## config.mk

```make
export PLATFORM = sky130hd
export DESIGN_NAME = ccc_clk_div_gen_flat
export DESIGN_NICKNAME = d
export VERILOG_FILES = /design/src/rtl/ccc_clk_div_gen_if.sv /design/src/rtl/ccc_clk_div_gen.sv /design/src/flat_wrapper.sv
export SDC_FILE = /design/constraint.sdc
export NUM_CORES = 1
export LEC_CHECK = 0
export BUFFER_PORTS_ARGS = -buffer_cell sky130_fd_sc_hd__buf_2
export CAP_MARGIN = 40
export CORE_MARGIN = 3
export CORE_UTILIZATION = 35
export CTS_BUF_LIST = sky130_fd_sc_hd__clkbuf_16
export DETAILED_ROUTE_END_ITERATION = 10
export GPL_TIMING_DRIVEN = 0
export PLACE_DENSITY_LB_ADDON = 0.05
export SETUP_SLACK_MARGIN = 0.4
export SLEW_MARGIN = 20
export SYNTH_ARGS = -nofsm -noshare
export SYNTH_HDL_FRONTEND = slang
export SYNTH_SLANG_ARGS = --single-unit
```

## constraint.sdc

```tcl
create_clock -name CLK -period 2.9 [get_ports CLK]
set_clock_uncertainty 0.05 [all_clocks]
set_input_delay 0.145 -clock CLK [delete_from_list [all_inputs] [get_ports CLK]]
set_output_delay 0.145 -clock CLK [all_outputs]
set_load 0.02 [all_outputs]
```

## src/rtl/ccc_clk_div_gen_if.sv

```systemverilog
// Configuration and status bundle of the clock divider generator.
// master drives CFG_WE/CFG_SEL/CFG_DIV and observes per-channel status.
interface ccc_clk_div_gen_if #(
    parameter int NUM_CH = 4,
    parameter int DIV_W  = 8,
    parameter int SEL_W  = 2
);
    logic              CFG_WE;
    logic [SEL_W-1:0]  CFG_SEL;
    logic [DIV_W-1:0]  CFG_DIV;
    logic              CFG_ERR;
    logic [NUM_CH-1:0] CH_PEND;
    logic [NUM_CH-1:0] CE;
    logic [NUM_CH-1:0] CLKOUT;
    logic [NUM_CH-1:0] LOCK;
    logic              ALL_LOCK;

    modport master (
        output CFG_WE, CFG_SEL, CFG_DIV,
        input  CFG_ERR, CH_PEND, CE, CLKOUT, LOCK, ALL_LOCK
    );

    modport slave (
        input  CFG_WE, CFG_SEL, CFG_DIV,
        output CFG_ERR, CH_PEND, CE, CLKOUT, LOCK, ALL_LOCK
    );
endinterface

```

## src/rtl/ccc_clk_div_gen.sv

```systemverilog
// Multi-channel clock-enable / divided-clock generator with glitch-free
// run-time divisor changes and per-channel lock.
// Ports: CLK (GLA0), RESETN (async active-low), bus (slave): CFG_WE/SEL/DIV
// write port; CFG_ERR, CH_PEND, CE, CLKOUT, LOCK, ALL_LOCK status outputs.
module ccc_clk_div_gen #(
    parameter int NUM_CH       = 4,
    parameter int DIV_W        = 8,
    parameter int DEFAULT_DIV  = 2,
    parameter int LOCK_PERIODS = 4,
    parameter int SEL_W        = 2
) (
    input logic               CLK,
    input logic               RESETN,
    ccc_clk_div_gen_if.slave  bus
);
    localparam int LC_W = $clog2(LOCK_PERIODS + 1);

    logic              sel_ok;
    logic              err_q;
    logic              all_q;
    logic [NUM_CH-1:0] lock_v;

    assign sel_ok = 32'(bus.CFG_SEL) < NUM_CH;

    for (genvar i = 0; i < NUM_CH; i++) begin : g_ch
        logic [DIV_W-1:0] div_act;
        logic [DIV_W-1:0] cnt;
        logic [DIV_W-1:0] div_pend;
        logic             pend_valid;
        logic [LC_W-1:0]  lock_cnt;
        logic [LC_W-1:0]  lock_nxt;
        logic             ce_q;
        logic             clk_q;
        logic             lock_q;
        logic             run;
        logic             wrap;
        logic             apply;
        logic             wr;
        logic [DIV_W:0]   half;

        assign run   = div_act != '0;
        assign wrap  = run && (cnt == div_act - 1'b1);
        // A stopped channel has no period boundary to wait for.
        assign apply = pend_valid && (!run || wrap);
        assign wr    = bus.CFG_WE && sel_ok && (32'(bus.CFG_SEL) == i);
        // High phase is the rounded-up half so odd ratios favour high.
        assign half  = ({1'b0, div_act} + 1'b1) >> 1;

        assign lock_nxt = (wrap && lock_cnt < LC_W'(LOCK_PERIODS))
                        ? lock_cnt + 1'b1 : lock_cnt;

        always_ff @(posedge CLK or negedge RESETN) begin
            if (!RESETN) begin
                div_act    <= DIV_W'(DEFAULT_DIV);
                cnt        <= '0;
                div_pend   <= '0;
                pend_valid <= 1'b0;
                lock_cnt   <= '0;
                ce_q       <= 1'b0;
                clk_q      <= 1'b0;
                lock_q     <= 1'b0;
            end else begin
                ce_q  <= wrap;
                clk_q <= run && ({1'b0, cnt} < half);
                // A write landing on the apply cycle stays pending for
                // the next boundary; the apply uses the older value.
                if (wr) begin
                    div_pend   <= bus.CFG_DIV;
                    pend_valid <= 1'b1;
                end else if (apply) begin
                    pend_valid <= 1'b0;
                end
                if (apply) begin
                    div_act  <= div_pend;
                    cnt      <= '0;
                    lock_cnt <= '0;
                    lock_q   <= 1'b0;
                end else begin
                    cnt      <= (wrap || !run) ? '0 : cnt + 1'b1;
                    lock_cnt <= lock_nxt;
                    lock_q   <= lock_nxt == LC_W'(LOCK_PERIODS);
                end
            end
        end

        assign bus.CE[i]      = ce_q;
        assign bus.CLKOUT[i]  = clk_q;
        assign bus.CH_PEND[i] = pend_valid;
        assign lock_v[i]      = lock_q;
    end

    always_ff @(posedge CLK or negedge RESETN) begin
        if (!RESETN) begin
            err_q <= 1'b0;
            all_q <= 1'b0;
        end else begin
            err_q <= bus.CFG_WE && !sel_ok;
            all_q <= &lock_v;
        end
    end

    assign bus.LOCK     = lock_v;
    assign bus.CFG_ERR  = err_q;
    assign bus.ALL_LOCK = all_q;
endmodule

```

## src/flat_wrapper.sv

```systemverilog
// flat-port wrapper written by rule: the top's interface ports become plain ports
module ccc_clk_div_gen_flat 
#(
    parameter int NUM_CH       = 4,
    parameter int DIV_W        = 8,
    parameter int DEFAULT_DIV  = 2,
    parameter int LOCK_PERIODS = 4,
    parameter int SEL_W        = 2
)
  (CLK, RESETN, bus_CFG_WE, bus_CFG_SEL, bus_CFG_DIV, bus_CFG_ERR, bus_CH_PEND, bus_CE, bus_CLKOUT, bus_LOCK, bus_ALL_LOCK);
  ccc_clk_div_gen_if #(.NUM_CH(NUM_CH), .DIV_W(DIV_W), .SEL_W(SEL_W)) bus_i ();
  input logic CLK;
  input logic RESETN;
  input wire logic [$bits(bus_i.CFG_WE)-1:0] bus_CFG_WE;
  input wire logic [$bits(bus_i.CFG_SEL)-1:0] bus_CFG_SEL;
  input wire logic [$bits(bus_i.CFG_DIV)-1:0] bus_CFG_DIV;
  output wire logic [$bits(bus_i.CFG_ERR)-1:0] bus_CFG_ERR;
  output wire logic [$bits(bus_i.CH_PEND)-1:0] bus_CH_PEND;
  output wire logic [$bits(bus_i.CE)-1:0] bus_CE;
  output wire logic [$bits(bus_i.CLKOUT)-1:0] bus_CLKOUT;
  output wire logic [$bits(bus_i.LOCK)-1:0] bus_LOCK;
  output wire logic [$bits(bus_i.ALL_LOCK)-1:0] bus_ALL_LOCK;
  assign bus_i.CFG_WE = bus_CFG_WE;
  assign bus_i.CFG_SEL = bus_CFG_SEL;
  assign bus_i.CFG_DIV = bus_CFG_DIV;
  assign bus_CFG_ERR = bus_i.CFG_ERR;
  assign bus_CH_PEND = bus_i.CH_PEND;
  assign bus_CE = bus_i.CE;
  assign bus_CLKOUT = bus_i.CLKOUT;
  assign bus_LOCK = bus_i.LOCK;
  assign bus_ALL_LOCK = bus_i.ALL_LOCK;
  ccc_clk_div_gen #(.NUM_CH(NUM_CH), .DIV_W(DIV_W), .DEFAULT_DIV(DEFAULT_DIV), .LOCK_PERIODS(LOCK_PERIODS), .SEL_W(SEL_W)) u_core (.CLK(CLK), .RESETN(RESETN), .bus(bus_i));
endmodule
```

# Yosys cells after proc, flatten, opt, wreduce, memory -nomap -nowiden
# Index checks and enable logic that the tools add are counted.
# W data, S select, Z words.
[word_totals]
memories = 0
latchBits = 0
ff_bits = 125
out_inout_bits = 18
romBits = 0
ramBits = 0
[classes]
addsub = 16
shift = 0
div_mod_pow = 0
n_mul = 0
n_bitwise = 0
eq_ne = 11
magnitude_cmp = 8
mux = 28
n_reduce_logical = 38
[op_table]
columns = ["op", "count"]
rows = [
  ["$mux W8", 8],
  ["$add A8 B1 Y9 const B", 4],
  ["$add A8 B1 Y8 const B", 4],
  ["$eq A8 B8 Y1", 4],
  ["$lt A8 B8 Y1", 4],
  ["$reduce_bool A8 Y1", 4],
  ["$sub A8 B1 Y8 const B", 4],
  ["$mux W3", 8],
  ["$logic_and A1 B1 Y1", 20],
  ["$add A3 B1 Y3 const B", 4],
  ["$eq A3 B3 Y1 const B", 4],
  ["$lt A3 B3 Y1 const B", 4],
  ["$mux W1", 12],
  ["$reduce_bool A2 Y1", 4],
  ["$eq A2 B2 Y1 const B", 2],
  ["$logic_not A1 Y1", 4],
  ["$logic_or A1 B1 Y1", 4],
  ["$reduce_and A4 Y1", 1],
  ["$eq A2 B1 Y1 const B", 1],
  ["$logic_not A2 Y1", 1],
]

# Logic depth before layout (Yosys ltp)
[logic_depth]
word_depth = 7
depth_mapped = 10

# Least setup slack after synthesis
# OpenSTA, ideal clock, no wires.
[synth_timing]
path_type = "reg2reg"
startpoint = "register u_core.g_ch[3].div_act[1]"
endpoint = "register u_core.g_ch[3].div_act[0]"
t_required_ns = 2.725
t_arrival_ns = 2.283
slack_ns = 0.442
path_buffers = 0
stages_incl_launch_ff = 10
period_less_slack_ns = 2.458
cell_sequence = "dfstp_2 inv_1 ha_1 and2_1 a211o_1 a31oi_1 a311oi_2 or2_4 nand2_4 mux2_4"
[synth_between]
elab_chain_cells = 5
[synth_lines]
columns = ["item", "line_no", "source"]
rows = [
  ["start, declared", "ccc_clk_div_gen.sv:26", "logic [DIV_W-1:0] div_act;"],
  ["start signal, assigned", "ccc_clk_div_gen.sv:54", "div_act <= DIV_W'(DEFAULT_DIV);"],
  ["start signal, assigned", "ccc_clk_div_gen.sv:74", "div_act <= div_pend;"],
  ["$sub A8 B1 Y8", "ccc_clk_div_gen.sv:42", "assign wrap = run && (cnt == div_act - 1'b1);"],
  ["$eq A8 B8 Y1", "ccc_clk_div_gen.sv:42", ""],
  ["$logic_and A1 B1 Y1", "ccc_clk_div_gen.sv:42", ""],
  ["$logic_or A1 B1 Y1 *", "ccc_clk_div_gen.sv:44", "assign apply = pend_valid && (!run || wrap);"],
  ["$logic_and A1 B1 Y1 *", "ccc_clk_div_gen.sv:44", ""],
]
# Every way passes the cells marked *; elsewhere a longest branch is shown, timed or not.
# A chain may end at the register's enable or synchronous reset.

# Final worst setup path
[layout_timing]
startpoint = "register u_core.g_ch[3].div_act[1]"
endpoint = "register u_core.g_ch[3].div_act[2]"
# Same word-level chain as after synthesis.

==> impl_metrics.py <==
metrics = {
    "logic_synthesis": {
        "synth-adder-area-share_pct": 8.14,
        "synthCells": 679,
        "async_reset_ff_share_pct": 100,
        "ys_seq_area_share_pct": 42.5,
        "synth_top_family_by_area": "simple AND/OR/NAND/NOR gates",
        "synthesis.nets": 740,
        "synthXorXnorAreaFrac_pct": 10.4,
        "synth_compound_area_share_pct": 6.83,
        "ys_ff_latch": 125,
        "synth_ff_type": "dfrtp_1",
        "synth_warnings": 0,
        "syn_area_um2": 7380,
        "synth_edf_count": 0,
        "synth.distinct_cells": 66,
        "yosys.area_share.simple_pct": 16.0,
        "muxShareOfSynthArea_pct": 11.5,
        "avgSynthCellArea_um2": 10.9,
    },
    "timing": {
        "period_needed_ns": 2.45,
        "setup_viol": 0,
        "rsz0062_at_grt": "yes",
        "tightestPinTransition_ns": 0.799,
        "hold_violations": 0,
        "slew_headroom_pct": 46.5,
        "final_max_slew_viol_count": 0,
        "clock.fmax_mhz": 407,
        "period_share_pct": 84.6,
    },
    "die": {
        "num_io_pins": 31,
        "die_h_um": 151,
        "dieArea_um2": 22900,
        "core_area_um2": 20500,
        "die_w_um": 151,
        "start_util_pct": 36.0,
        "rows": 52,
    },
    "pwr": {
        "worst_ir_drop_vdd_mv": 0.363,
        "power_density_nw_per_um2": 1040,
        "leakage_nw": 4.08,
    },
    "clock_network": {
        "cts-root-buf": "clkbuf_16",
        "clkTransAtPathRegs_ns": 0.05,
        "insertion_delay_ns": 0.42,
        "cts_sinks": 125,
        "cts_tree": "done",
        "htree_levels": 4,
        "clockBufferDepth": 2,
        "cts_made_buffers": 17,
    },
    "grt": {
        "grt_use_met3_pct": 3.50,
        "grt_pass1_vias": 4991,
        "grt_overflow": 0,
        "grtUsageTotal_pct": 14.3,
        "antenna_found_initial": 0,
        "grt_pass1_wl_um": 25600,
        "grt_use_met2_pct": 22.8,
        "grt-busiest-layer": "met2",
        "grt_use_met1_pct": 19.2,
        "grt_max_degree": 94,
    },
    "layout": {
        "fin_util_pct": 43.0,
        "diodes": 0,
        "fin_cells": 1032,
        "final_layout_size_suffix_gt1_share_pct": 28.9,
        "area.growth.synth_to_final_pct": 19.3,
        "nets": 810,
    },
    "critical_path": {
        "cp-start-kind": "flop",
        "critPathCaptureType": "flop",
        "critPathMaxFanout": 6,
        "crit_required_ns": 3.14,
        "critical_path_class": "reg2reg",
        "cp_data_arrival_time_ns": 2.70,
    },
    "status": {
        "run_status": "completed",
    },
    "placement": {
        "post-place-cells": 979,
        "port_buffers": 29,
        "place_hpwl_um": 10700,
        "gp_congestion": 0.762,
    },
    "min_path": {
        "hold_class": "in2reg",
    },
    "route": {
        "wl_um": 15400,
        "route.detailed.drc": 0,
        "num_vias": 5014,
        "dr.pass1.iters": 6,
        "wl_per_cell_um": 14.9,
        "drt_iter0_markers": 192,
        "vias_per_cell": 4.86,
        "ant_nets": 0,
    },
    "run": {
        "drv_cap": 0,
    },
}
-- synthesized netlist by cell type, types with 2 or more instances --
library cell | instances | share of area [%]
and3_1 | 23 | 2.0
nor3b_2 | 3 | 0.51
a21o_1 | 12 | 1.2
buf_6 | 2 | 0.31
nor3_1 | 12 | 0.81
clkbuf_1 | 11 | 0.56
ha_1 | 48 | 8.1
inv_1 | 21 | 1.1
mux2_1 | 2 | 0.31
o22ai_1 | 3 | 0.25
nor4b_1 | 2 | 0.24
nand4b_1 | 3 | 0.36
nor2_1 | 55 | 2.8
a211oi_1 | 7 | 0.71
mux2_4 | 16 | 3.3
dfrtp_1 | 121 | 41
nand2_1 | 18 | 0.92
nor2b_1 | 8 | 0.68
nand3b_1 | 2 | 0.20
nor3_2 | 3 | 0.41
nand4_1 | 4 | 0.34
and2_1 | 2 | 0.17
nand2b_1 | 8 | 0.68
or2_2 | 6 | 0.51
buf_4 | 17 | 1.7
a21oi_1 | 20 | 1.4
nand3_1 | 40 | 2.7
nand2_2 | 2 | 0.17
xor2_1 | 46 | 5.5
o21ai_0 | 11 | 0.75
mux2_2 | 46 | 7.0
mux2i_1 | 7 | 0.95
dfstp_2 | 4 | 1.4
and4b_1 | 3 | 0.41
o21bai_1 | 2 | 0.20
a41o_1 | 2 | 0.27
nor4_1 | 7 | 0.59
xnor2_1 | 39 | 4.6
buf_2 | 14 | 0.95
-- power by group --
| part | switching (mW) | total (mW) | leakage, nW | internal (mW) |
|---|---|---|---|---|
| registers | 0.624 | 2.95 | 1.55 | 2.33 |
| clock network | 0.750 | 1.89 | 0.275 | 1.14 |
| logic | 2.15 | 4.34 | 2.25 | 2.19 |
| total | 3.52 | 9.18 | 4.07 | 5.66 |
-- sequential cells by signal, indices dropped and copies added, names as in the netlist --
signal	count
u_core.bus.ALL_LOCK	1
u_core.g_ch.div_pend	32
u_core.g_ch.div_act	32
u_core.g_ch.lock_cnt	12
u_core.g_ch.pend_valid	4
u_core.g_ch.clk_q	4
u_core.g_ch.lock_q	4
u_core.g_ch.cnt	32
u_core.g_ch.ce_q	4
-- routing by layer --
| layer | vias to the layer above | wire length [µm] |
|---|---|---|
| li1 | 2502 | - |
| met1 | 2443 | 7610 |
| met2 | 54 | 7200 |
| met3 | 15 | 413 |
| met4 | 0 | 195 |
| met5 | - | 0 |
-- worst paths after layout --
path	from	end	slack, ns	depth (start not counted)
setup / recovery	u_core.g_ch[3].div_act[1]$_DFFE_PN1P_	u_core.g_ch[3].div_act[2]$_DFFE_PN0P_	0.45	9
hold / removal	bus_CFG_DIV[1]	u_core.g_ch[0].div_pend[1]$_DFFE_PN0P_	0.03	2
setup reg to reg	u_core.g_ch[3].div_act[1]$_DFFE_PN1P_	u_core.g_ch[3].div_act[2]$_DFFE_PN0P_	0.45	9
hold reg to reg	u_core.g_ch[1].div_pend[7]$_DFFE_PN0P_	u_core.g_ch[1].div_act[7]$_DFFE_PN0P_	0.44	1
max in group asynchronous	RESETN	u_core.g_ch[0].div_act[1]$_DFFE_PN1P_	1.90	3
min in group asynchronous	RESETN	u_core.g_ch[3].cnt[4]$_DFF_PN0_	0.15	2
-- area by class of cell --
class | instances | area, µm²
fill | 1938 | 11700
sequential | 125 | 3130
tap | 270 | 338
clock inverter | 15 | 92.6
clock buffer | 17 | 425
timing repair buffer | 49 | 347
inverter | 21 | 78.8
multi-input combinational | 491 | 4100
buffer | 44 | 287
-- kinds of logic (layout without fill, tap and decap cells) --
family / count (synthesis) / in the layout
AND/OR/NAND/NOR: 210 / 212
AO/OA/AOI/OAI: 73 / 73
buffers and inverters: 65 / 146
XOR/XNOR: 86 / 86
flip-flops: 125 / 125
other: 1 / 1
multiplexers: 71 / 71
adder cells (fa/ha/maj): 48 / 48
-- layout by cell type, fill, tap and decap left out, types with 6 or more instances in the layout --
cell / n
clkbuf_1: 9
a211oi_1: 7
a21o_1: 12
a21oi_1: 20
xnor2_1: 39
buf_4: 30
and3_1: 21
buf_2: 39
or2_2: 6
ha_1: 43
dfrtp_1: 120
nor2b_1: 8
nor3_1: 12
xor2_1: 46
nand2_1: 18
inv_1: 21
nand3_1: 39
o21ai_0: 10
mux2_2: 46
mux2_4: 16
nand2b_1: 7
buf_6: 6
nor2_1: 55
clkbuf_16: 17
-- what timing repair did --
item	4_1_cts	5_1_grt
gates resized for setup	21	30
setup buffers	7	8
pin swaps	10	7
endpoints found under the hold margin	129	0
hold buffers	4	0
setup endpoints to repair	50	69
gates cloned	1	1
-- critical path, cell delays in order, from the launching register on --
cell	delay (ns)
dfstp_2	0.53
inv_2	0.05
ha_4	0.17
xor2_1	0.17
nor4b_2	0.25
nand2_1	0.10
a311oi_2	0.35
or2_4	0.26
nand2_8	0.09
mux2_4	0.32
-- metrics by stage --
step / total power [mW] / TNS [ns] / worst slack (ns) / area (µm²) / hold WS, ns
floorplan: 6.04 / 0 / 0.442 / 7380 / -0.201
global placement: 6.80 / -1.53 / -0.0263 / 7860 / 0.416
CTS: 9.06 / 0 / 0.400 / 8610 / 0.0112
finish: 9.18 / 0 / 0.446 / 8800 / 0.0281
global route: 9.98 / 0 / 0.313 / 8800 / 0.0109
detailed placement: 6.94 / 0 / 0.173 / 7900 / -0.0172
Note: power is estimated with default switching activity, not from simulation.
